==> src/rtl/spi_pkg.sv <==
// Shared types and constants for the SPI memory slave.
package spi_pkg;

  // Frame sequencing: idle, read/write bit, address bits, data words.
  typedef enum logic [1:0] {
    S_IDLE = 2'd0,
    S_CMD  = 2'd1,
    S_ADDR = 2'd2,
    S_DATA = 2'd3
  } state_t;

  // SPI modes encoded as {CPOL, CPHA}.
  localparam logic [1:0] MODE0 = 2'b00;
  localparam logic [1:0] MODE1 = 2'b01;
  localparam logic [1:0] MODE2 = 2'b10;
  localparam logic [1:0] MODE3 = 2'b11;

  // Modes 0 and 3 sample MOSI on the rising SCLK edge, modes 1 and 2 on the falling one.
  function automatic logic sample_on_rise(input logic [1:0] mode);
    case (mode)
      MODE0, MODE3: return 1'b1;
      MODE1, MODE2: return 1'b0;
      default:      return 1'b0;
    endcase
  endfunction

  function automatic int max_int(input int a, input int b);
    return (a > b) ? a : b;
  endfunction

endpackage

==> src/rtl/spi_sync_edge.sv <==
// N-stage synchroniser for one asynchronous bit, with rise/fall detect on the synchronised copy.
module spi_sync_edge #(
  parameter int   STAGES  = 2,
  parameter logic RST_VAL = 1'b0
) (
  input  logic clk,
  input  logic rst_n,
  input  logic din,
  output logic dout,
  output logic rise,
  output logic fall
);

  logic [STAGES-1:0] sync_q, sync_d;
  logic              prev_q, prev_d;

  // Shift the raw input down the chain; remember the last synchronised value for edge detect.
  always_comb begin
    sync_d = {sync_q[STAGES-2:0], din};
    prev_d = sync_q[STAGES-1];
  end

  // Synchroniser and edge-history flops.
  always_ff @(posedge clk or negedge rst_n) begin
    if (!rst_n) begin
      sync_q <= {STAGES{RST_VAL}};
      prev_q <= RST_VAL;
    end else begin
      sync_q <= sync_d;
      prev_q <= prev_d;
    end
  end

  assign dout = sync_q[STAGES-1];
  assign rise = dout & ~prev_q;
  assign fall = ~dout & prev_q;

endmodule

==> src/rtl/spi_mem_slave.sv <==
// SPI slave fronting a DEPTH x DATA_W register file: RW bit, address, then a burst of data words.
module spi_mem_slave
  import spi_pkg::*;
#(
  parameter int ADDR_W      = 7,
  parameter int DATA_W      = 8,
  parameter int CPOL        = 0,
  parameter int CPHA        = 0,
  parameter int AUTO_INC    = 1,
  parameter int SYNC_STAGES = 2
) (
  input  logic              CLK,
  input  logic              RST_N,
  input  logic              SCLK,
  input  logic              CS,
  input  logic              MOSI,
  output logic              MISO,
  output logic              BUSY,
  output logic              WR_STB,
  output logic [ADDR_W-1:0] WR_ADDR,
  output logic              ABORT
);

  localparam int   DEPTH       = 2 ** ADDR_W;
  localparam int   CNT_W       = $clog2(max_int(ADDR_W, DATA_W) + 1);
  localparam logic SAMPLE_RISE = sample_on_rise({1'(CPOL), 1'(CPHA)});

  // Synchronised pins and edge strobes
  logic sclk_s, sclk_rise, sclk_fall;
  logic cs_s, cs_rise, cs_fall;
  logic mosi_s;
  logic [SYNC_STAGES-1:0] mosi_sync_q, mosi_sync_d;
  logic sample_edge, shift_edge;

  // Frame state
  state_t              state_q, state_d;
  logic [CNT_W-1:0]    cnt_q, cnt_d;
  logic                rw_q, rw_d;
  logic [ADDR_W-1:0]   addr_q, addr_d;
  logic [DATA_W-1:0]   rx_q, rx_d;
  logic [DATA_W-1:0]   tx_q, tx_d;
  logic                miso_q, miso_d;
  logic                wr_stb_q, wr_stb_d;
  logic [ADDR_W-1:0]   wr_addr_q, wr_addr_d;
  logic                abort_q, abort_d;

  // Register file and its single write port
  logic [DATA_W-1:0]   mem_q [DEPTH];
  logic                mem_we;
  logic [ADDR_W-1:0]   mem_waddr;
  logic [DATA_W-1:0]   mem_wdata;

  // Shifted / advanced views of the datapath registers
  logic [ADDR_W-1:0]   addr_shift, addr_inc;
  logic [DATA_W-1:0]   rx_shift, tx_shift;
  logic                addr_last, data_last;

  // SCLK idles at CPOL, so no spurious edge comes out of reset.
  spi_sync_edge #(.STAGES(SYNC_STAGES), .RST_VAL(1'(CPOL))) u_sclk_sync (
    .clk  (CLK),
    .rst_n(RST_N),
    .din  (SCLK),
    .dout (sclk_s),
    .rise (sclk_rise),
    .fall (sclk_fall)
  );

  // CS resets as if asserted: a CS held low through reset produces no falling
  // edge, so a new frame only starts after CS has been seen high again.
  spi_sync_edge #(.STAGES(SYNC_STAGES), .RST_VAL(1'b0)) u_cs_sync (
    .clk  (CLK),
    .rst_n(RST_N),
    .din  (CS),
    .dout (cs_s),
    .rise (cs_rise),
    .fall (cs_fall)
  );

  // MOSI goes through the same depth as SCLK so data and clock stay aligned.
  always_comb begin
    mosi_sync_d = {mosi_sync_q[SYNC_STAGES-2:0], MOSI};
  end

  // MOSI synchroniser chain.
  always_ff @(posedge CLK or negedge RST_N) begin
    if (!RST_N) mosi_sync_q <= '0;
    else        mosi_sync_q <= mosi_sync_d;
  end

  assign mosi_s = mosi_sync_q[SYNC_STAGES-1];

  // An edge is a sample edge when SCLK has just moved to the sampling level; CS high masks everything.
  assign sample_edge = (sclk_rise | sclk_fall) & (sclk_s == SAMPLE_RISE) & ~cs_s;
  assign shift_edge  = (sclk_rise | sclk_fall) & (sclk_s != SAMPLE_RISE) & ~cs_s;

  assign addr_shift = ADDR_W'({addr_q, mosi_s});
  assign rx_shift   = DATA_W'({rx_q, mosi_s});
  assign tx_shift   = DATA_W'({tx_q, 1'b0});
  assign addr_inc   = (AUTO_INC != 0) ? addr_q + ADDR_W'(1) : addr_q;
  assign addr_last  = (cnt_q == CNT_W'(ADDR_W - 1));
  assign data_last  = (cnt_q == CNT_W'(DATA_W - 1));

  // Next-state, datapath and strobe logic; CS rising overrides any same-cycle SCLK edge.
  always_comb begin
    state_d   = state_q;
    cnt_d     = cnt_q;
    rw_d      = rw_q;
    addr_d    = addr_q;
    rx_d      = rx_q;
    tx_d      = tx_q;
    miso_d    = (state_q == S_DATA && rw_q) ? miso_q : 1'b0;
    wr_stb_d  = 1'b0;
    wr_addr_d = wr_addr_q;
    abort_d   = 1'b0;
    mem_we    = 1'b0;
    mem_waddr = addr_q;
    mem_wdata = rx_shift;

    if (state_q != S_IDLE && cs_rise) begin
      state_d = S_IDLE;
      cnt_d   = '0;
      miso_d  = 1'b0;
      // Anything after the RW bit and short of a word boundary is a truncated transfer.
      abort_d = (state_q == S_ADDR) || (state_q == S_DATA && cnt_q != '0);
    end else begin
      unique case (state_q)
        S_IDLE: begin
          if (cs_fall) begin
            state_d = S_CMD;
            cnt_d   = '0;
          end
        end
        S_CMD: begin
          if (sample_edge) begin
            rw_d    = mosi_s;
            state_d = S_ADDR;
            cnt_d   = '0;
          end
        end
        S_ADDR: begin
          if (sample_edge) begin
            addr_d = addr_shift;
            if (addr_last) begin
              state_d = S_DATA;
              cnt_d   = '0;
              if (rw_q) tx_d = mem_q[addr_shift];
            end else begin
              cnt_d = cnt_q + CNT_W'(1);
            end
          end
        end
        S_DATA: begin
          if (!rw_q) begin
            if (sample_edge) begin
              rx_d = rx_shift;
              if (data_last) begin
                mem_we    = 1'b1;
                wr_stb_d  = 1'b1;
                wr_addr_d = addr_q;
                addr_d    = addr_inc;
                cnt_d     = '0;
              end else begin
                cnt_d = cnt_q + CNT_W'(1);
              end
            end
          end else begin
            if (shift_edge) begin
              miso_d = tx_q[DATA_W-1];
              tx_d   = tx_shift;
            end else if (sample_edge) begin
              if (data_last) begin
                // Reload before the next shift edge so the following word streams without a gap.
                addr_d = addr_inc;
                tx_d   = mem_q[addr_inc];
                cnt_d  = '0;
              end else begin
                cnt_d = cnt_q + CNT_W'(1);
              end
            end
          end
        end
        default: state_d = S_IDLE;
      endcase
    end
  end

  // Frame state and output registers.
  always_ff @(posedge CLK or negedge RST_N) begin
    if (!RST_N) begin
      state_q   <= S_IDLE;
      cnt_q     <= '0;
      rw_q      <= 1'b0;
      addr_q    <= '0;
      rx_q      <= '0;
      tx_q      <= '0;
      miso_q    <= 1'b0;
      wr_stb_q  <= 1'b0;
      wr_addr_q <= '0;
      abort_q   <= 1'b0;
    end else begin
      state_q   <= state_d;
      cnt_q     <= cnt_d;
      rw_q      <= rw_d;
      addr_q    <= addr_d;
      rx_q      <= rx_d;
      tx_q      <= tx_d;
      miso_q    <= miso_d;
      wr_stb_q  <= wr_stb_d;
      wr_addr_q <= wr_addr_d;
      abort_q   <= abort_d;
    end
  end

  // Register file; cleared by reset, so it is built from flops rather than block RAM.
  always_ff @(posedge CLK or negedge RST_N) begin
    if (!RST_N) begin
      for (int i = 0; i < DEPTH; i++) mem_q[i] <= '0;
    end else if (mem_we) begin
      mem_q[mem_waddr] <= mem_wdata;
    end
  end

  assign MISO    = miso_q;
  assign BUSY    = (state_q != S_IDLE);
  assign WR_STB  = wr_stb_q;
  assign WR_ADDR = wr_addr_q;
  assign ABORT   = abort_q;

endmodule

==> config.mk <==
export PLATFORM = sky130hd
export DESIGN_NAME = spi_mem_slave
export DESIGN_NICKNAME = d
export VERILOG_FILES = /design/src/rtl/spi_pkg.sv /design/src/rtl/spi_sync_edge.sv /design/src/rtl/spi_mem_slave.sv
export SDC_FILE = /design/constraint.sdc
export NUM_CORES = 2
export LEC_CHECK = 0
export BUFFER_PORTS_ARGS = -buffer_cell sky130_fd_sc_hd__buf_2
export CORE_ASPECT_RATIO = 1.25
export CORE_MARGIN = 2
export CORE_UTILIZATION = 55
export CTS_CLUSTER_SIZE = 28
export DETAILED_ROUTE_END_ITERATION = 16
export GPL_ROUTABILITY_DRIVEN = 1
export GPL_TIMING_DRIVEN = 0
export MAX_ROUTING_LAYER = met4
export PLACE_DENSITY = 0.73
export SYNTH_ARGS = -nofsm -noshare
export SYNTH_HDL_FRONTEND = slang
export SYNTH_SLANG_ARGS = --single-unit
==> constraint.sdc <==
create_clock -name CLK -period 4 [get_ports CLK]
set_input_delay 0.8 -clock CLK [delete_from_list [all_inputs] [get_ports CLK]]
set_output_delay 0.8 -clock CLK [all_outputs]
set_load 0.1 [all_outputs]
; ---- Word-level counts from Yosys, hierarchy flattened
; Index checks and enable logic that the tools add are counted.
[word_totals]
word_cells = 251
out_inout_bits = 11
regBits = 1071
in_bits = 5
[classes]
addsub = 2
muxes = 50
n_lt_le_gt_ge = 4
n_eq_ne = 17
reduce_logical = 17
n_bitwise = 18
[ops]
columns = op, count
row1 = 1024-bit bitwise mux, 1
row2 = 8-bit binary-select mux with 7-bit select, 2
row3 = 8-bit two-way mux, 12
row4 = 8-bit demux with 7-bit select, 1
row5 = 4-bit two-way mux, 9
row6 = 7-bit two-way mux, 5
row7 = 8-bit greater-or-equal comparator (second input constant), 3
row8 = 7-bit inverter with 8-bit output, 3
row9 = 3-bit inequality test (second input constant), 7
row10 = 4-bit case mux with 4 select lines, 1
row11 = 8-bit case mux with 2 select lines, 1
row12 = 7-bit case mux with 2 select lines, 1
row13 = 4-bit AND reduction, 3
row14 = 1-bit two-way mux, 11
row15 = 2-bit two-way mux, 5
row16 = 5-bit AND reduction, 2
row17 = 1-bit bitwise AND, 8
row18 = 4-bit by 3-bit == test with 1-bit output (second input constant), 2
row19 = 8-bit by 1-bit < comparator with 1-bit output (second input constant), 1
row20 = 2-bit inequality test (second input constant), 4
row21 = 8-bit AND reduction, 1
row22 = 4-bit nonzero test, 2
row23 = 7-bit by 1-bit adder with 7-bit output (second input constant), 1
row24 = 1-bit inverter, 6
row25 = other kinds (11), 16

; ---- Depth between registers and ports, before layout
[logic_depth]
word_depth = 10
ltp_mapped = 13
mapped_depth_nobuf = 9

; ---- Modules after synthesis
; A second synthesis with hierarchy kept.
[unflattened]
cells_unflattened = 3895
hier_area_um2 = 57702.8
[modules_own_cells]
columns = mod, n_inst, area_per_inst_um2, cells_per_inst
row1 = spi_mem_slave, 1, 57522.7, 3885
row2 = spi_sync_edge, 2, 90.1, 5

; ---- Least setup slack after synthesis
; Ideal clock, no wire load.
[synth_path]
kind = register to register
from = register addr_q[1]
to = register tx_q[5]
setup_time_ns = 0.136
period_less_slack_ns = 2.931
t_required_ns = 3.864
path_buffers = 3
path_stages_with_launch = 12
setup_slack_ns = 1.069
t_arrival_ns = 2.795
path_cell_list = dfrtp_1 ha_1 buf_2 buf_1 clkbuf_1 mux4_2 nand2_1 nand3_1 a21oi_1 nor4_1 a2111oi_0 a31oi_1
[synth_between]
elab_chain_cells = 10
elab_cells_between_ends = 17
cone_classes = 1 x add/sub / 14 x mux / 2 x bitwise
[synth_lines]
columns = item, line_no
row1 = "start, declared", spi_mem_slave.sv:39  ; logic [ADDR_W-1:0] addr_q, addr_d;
row2 = "start signal, assigned", spi_mem_slave.sv:204  ; addr_q <= addr_d;
row3 = 7-bit by 1-bit adder with 7-bit output, spi_mem_slave.sv:99  ; assign addr_inc = (AUTO_INC != 0) ? addr_q + ADDR_W'(1) : addr_q;
row4 = 7-bit inverter with 8-bit output (not written as such), spi_mem_slave.sv:174  ; tx_d = mem_q[addr_inc];
row5 = 8-bit binary-select mux with 7-bit select, spi_mem_slave.sv:174
row6 = 8-bit two-way mux (not written as such) (2 in series), spi_mem_slave.sv:174
row7 = 8-bit two-way mux, spi_mem_slave.sv:171  ; if (data_last) begin
row8 = 8-bit two-way mux, spi_mem_slave.sv:170  ; end else if (sample_edge) begin
row9 = 8-bit two-way mux, spi_mem_slave.sv:167  ; if (shift_edge) begin
row10 = 8-bit two-way mux, spi_mem_slave.sv:153  ; if (!rw_q) begin
row11 = 8-bit case mux with 2 select lines *, spi_mem_slave.sv:126  ; unique case (state_q)
row12 = "end signal, assigned", spi_mem_slave.sv:206  ; tx_q <= tx_d;
row13 = "end, declared", spi_mem_slave.sv:41  ; logic [DATA_W-1:0] tx_q, tx_d;
; Every way passes the cells marked *; elsewhere a longest branch is shown, timed or not. The select of a mux whose other input is x is not followed.
; A chain may end at the register's enable or synchronous reset.

; ---- Worst setup path in the final report
; Same ends and word-level chain as after synthesis.

==> impl_metrics.py <==
metrics = {
    "pwr": {
        "power_frac_seq": 0.261,
        "power_frac_comb": 0.470,
        "internal_power_mw": 22.1,
        "p_per_area_nw_per_um2": 650,
        "p_clk_frac": 0.269,
        "peakVddDrop_v": 0.000635,
        "p_sw_frac": 0.480,
        "power_mw": 42.4,
        "power_switching_mw": 20.4,
        "leakage_nw": 30.3,
    },
    "clocking": {
        "clk_pin_slew_ps": 70,
        "htreeDepth": 3,
        "cts_tree": "yes",
        "numClockSinks": 1071,
        "clock_latency_ps": 810,
        "clockBufferDepth": 3,
        "root_buffer": "clkbuf_16",
        "numCtsBuffers": 110,
    },
    "timing": {
        "final_hold_viol_count": 0,
        "rsz0062_at_grt": "yes",
        "final.min_clock_period_ps": 4350,
        "maxSlewHeadroom": -0.00624,
        "finalSetupViolCount": 126,
        "period_share": 1.09,
        "setup_ws_ps": -354,
        "hold_ws_ps": 122,
        "fmax_mhz": 230,
        "tightest_slew_ps": 1500,
        "finalClockSkew_ps": 31.9,
        "drv_slew": 8,
    },
    "global_routing": {
        "antenna_found_initial": 30,
        "grt_overflow_total": 0,
        "grt_pass1_vias": 42600,
        "grt_max_degree": 146,
        "track_usage": 0.573,
        "grt_pass1_wl_um": 391000,
    },
    "die": {
        "dieWidth_um": 294,
        "initial_core_util": 0.556,
        "core_um2": 104000,
        "die-area_um2": 108000,
        "die_h_um": 366,
        "io-pin-count": 16,
        "row_count": 132,
    },
    "drt": {
        "vias": 44400,
        "drtAntennaViolNets": 0,
        "drt-initial-drc-count": 7419,
        "wirelength_um": 295000,
        "wl_per_cell_um": 53.3,
        "first_pass_iters": 6,
        "drc": 0,
        "viasPerCell": 8.02,
    },
    "critical_path": {
        "reg2reg_depth": 12,
        "max_stage_delay_ps": 490,
        "path_buf_inv": 4,
        "crit_path_top_delay_cell": "dfrtp_1",
        "crit_path_end_kind": "flip-flop",
        "cp_max_fo": 10,
        "arrival_ps": 5030,
        "path_class": "reg2reg",
        "start_kind": "flip-flop",
        "rr_startpoint": "addr_q[1]",
        "rrSetupSlack_ps": -350,
        "critPathTopFamily": "buffers and inverters",
        "worstPathCellList": "ha_2 > buf_4 > buf_6 > clkbuf_8 > buf_8 > mux4_2 > nand2_1 > nand3_1 > nand3_2 > nand4_1 > nor4_4 > a31oi_1",
        "r2r-end": "tx_q[5]",
        "crit_required_ps": 4680,
    },
    "yosys": {
        "synth_cell_types": 69,
        "synth_nets": 3922,
        "netlist_instances": 3909,
        "avgSynthCellArea_um2": 14.8,
        "synth_edf_count": 0,
        "synth-seq-cells": 1071,
        "async_flop_share": 1.00,
        "synth_area_um2": 57800,
        "ys_warn_count": 0,
        "ys_seq_area_frac": 0.464,
        "synth-main-ff-cell": "dfrtp_1",
    },
    "place": {
        "gp_congestion": 1.10,
        "dp_hpwl_um": 202000,
        "pre_cts_ws_ps": -2460,
        "io_buffers": 15,
    },
    "hold_path": {
        "hold_path_class": "in2reg",
        "hold_start": "MOSI",
        "hold_depth": 1,
        "min_to": "mosi_sync_q[0]",
    },
    "outcome": {
        "violations": "max-capacitance violations, max-slew violations, negative setup slack",
        "status": "finished with violations",
    },
    "cells_and_area": {
        "area_growth_pct": 12.9,
        "nFillCells": 7820,
        "layout.nets": 4069,
        "drive_above_1_share": 0.477,
        "final_common_cell": "dfrtp_1",
        "fin_util": 0.628,
        "layout_common_cells": "dfrtp_1, mux2_2, mux4_2, nand2_1, mux2_1",
    },
    "run": {
        "maxCapViolCount": 1,
    },
}
[metal layers]
metal / vias to the layer above / track usage / wire length, um
met3: 1358 / 0.289 / 45100
li1: 15500 / - / -
met5: - / - / 0
met4: 0 / 0.521 / 33100
met2: 4258 / 0.718 / 119000
met1: 23300 / 0.657 / 98400
[through the flow]
step	TNS, ps	cells	area [um^2]
floorplan	0	3909	57800
global placement	-	5264	59600
detailed placement	-585980	5280	60000
CTS	-117	5490	64900
global route	-851	5528	65300
finish	-8450	5537	65300
[cell families after synthesis]
logic type               after synthesis  share of synthesized area
multiplexers                        1641                      0.420
AO/OA/AOI/OAI                        240                     0.0294
XOR/XNOR                              10                    0.00164
flip-flops                          1071                      0.464
AND/OR/NAND/NOR                      600                     0.0575
adder cells (fa/ha/maj)                8                    0.00173
buffers and inverters                339                     0.0265
[state kept, by name, indices dropped and copies added (netlist names)]
signal              cells
MISO                    1
addr_q                  7
u_cs_sync.sync_q        2
u_sclk_sync.sync_q      2
tx_q                    8
rw_q                    1
mosi_sync_q             2
WR_ADDR                 7
ABORT                   1
state_q                 2
WR_STB                  1
u_cs_sync.prev_q        1
rx_q                    7
mem_q                1024
u_sclk_sync.prev_q      1
cnt_q                   4
[repair_timing]
action,4_1_cts,5_1_grt
gates resized for setup,306,83
buffers inserted,6,2
hold endpoints to repair,61,0
hold buffers,1,0
pin swaps,7,6
setup endpoints to repair,1024,486
[cells in the mapped netlist, types with 34 or more instances]
cell type,instances,area share
nor2_1,66,0.0043
nand3_1,67,0.0058
dfrtp_1,1071,0.46
mux2_2,878,0.17
buf_4,37,0.0048
mux2i_1,80,0.014
a22oi_1,57,0.0074
nand4_1,37,0.0040
clkbuf_1,195,0.013
mux2_1,161,0.031
a21oi_1,34,0.0029
nand2_1,253,0.016
buf_2,65,0.0056
mux4_2,522,0.20
[worst max path at each step]
| stage | from | to | slack, ps | cells past startpoint |
|---|---|---|---|---|
| 6_report | addr_q[1] | tx_q[5] | -350 | 12 |
| 2_1_floorplan | addr_q[1] | tx_q[5] | 1070 | 11 |
| 3_3_place_gp | RST_N | mem_q[173] | -21540 | 1 |
| 4_1_cts | addr_q[1] | tx_q[5] | -120 | 12 |
| 5_1_grt | addr_q[1] | tx_q[5] | -130 | 12 |
| 3_5_place_dp | addr_q[1] | tx_q[5] | -2460 | 12 |
[power groups by stage]
stage | Combinational (mW) | Sequential, mW | Clock (mW)
global route | 18.9 | 11.1 | 11.7
global placement | 17.0 | 11.2 | 0
CTS | 18.0 | 11.0 | 11.3
floorplan | 7.07 | 11.2 | 0
finish | 19.9 | 11.1 | 11.4
detailed placement | 17.1 | 11.2 | 0
[cell type report]
type / count / area (um^2) / share of cell area
Clock inverter: 53 / 706 / 0.0108
Antenna cell: 47 / 118 / 0.00180
Clock buffer: 153 / 3180 / 0.0487
Buffer: 322 / 2390 / 0.0365
Inverter: 12 / 45.0 / 0.000690
Multi-Input combinational cell: 2499 / 29900 / 0.457
Timing Repair Buffer: 40 / 517 / 0.00792
Sequential cell: 1071 / 26800 / 0.411
Tap cell: 1340 / 1680 / 0.0257
Note: power is estimated with default switching activity, not from simulation.
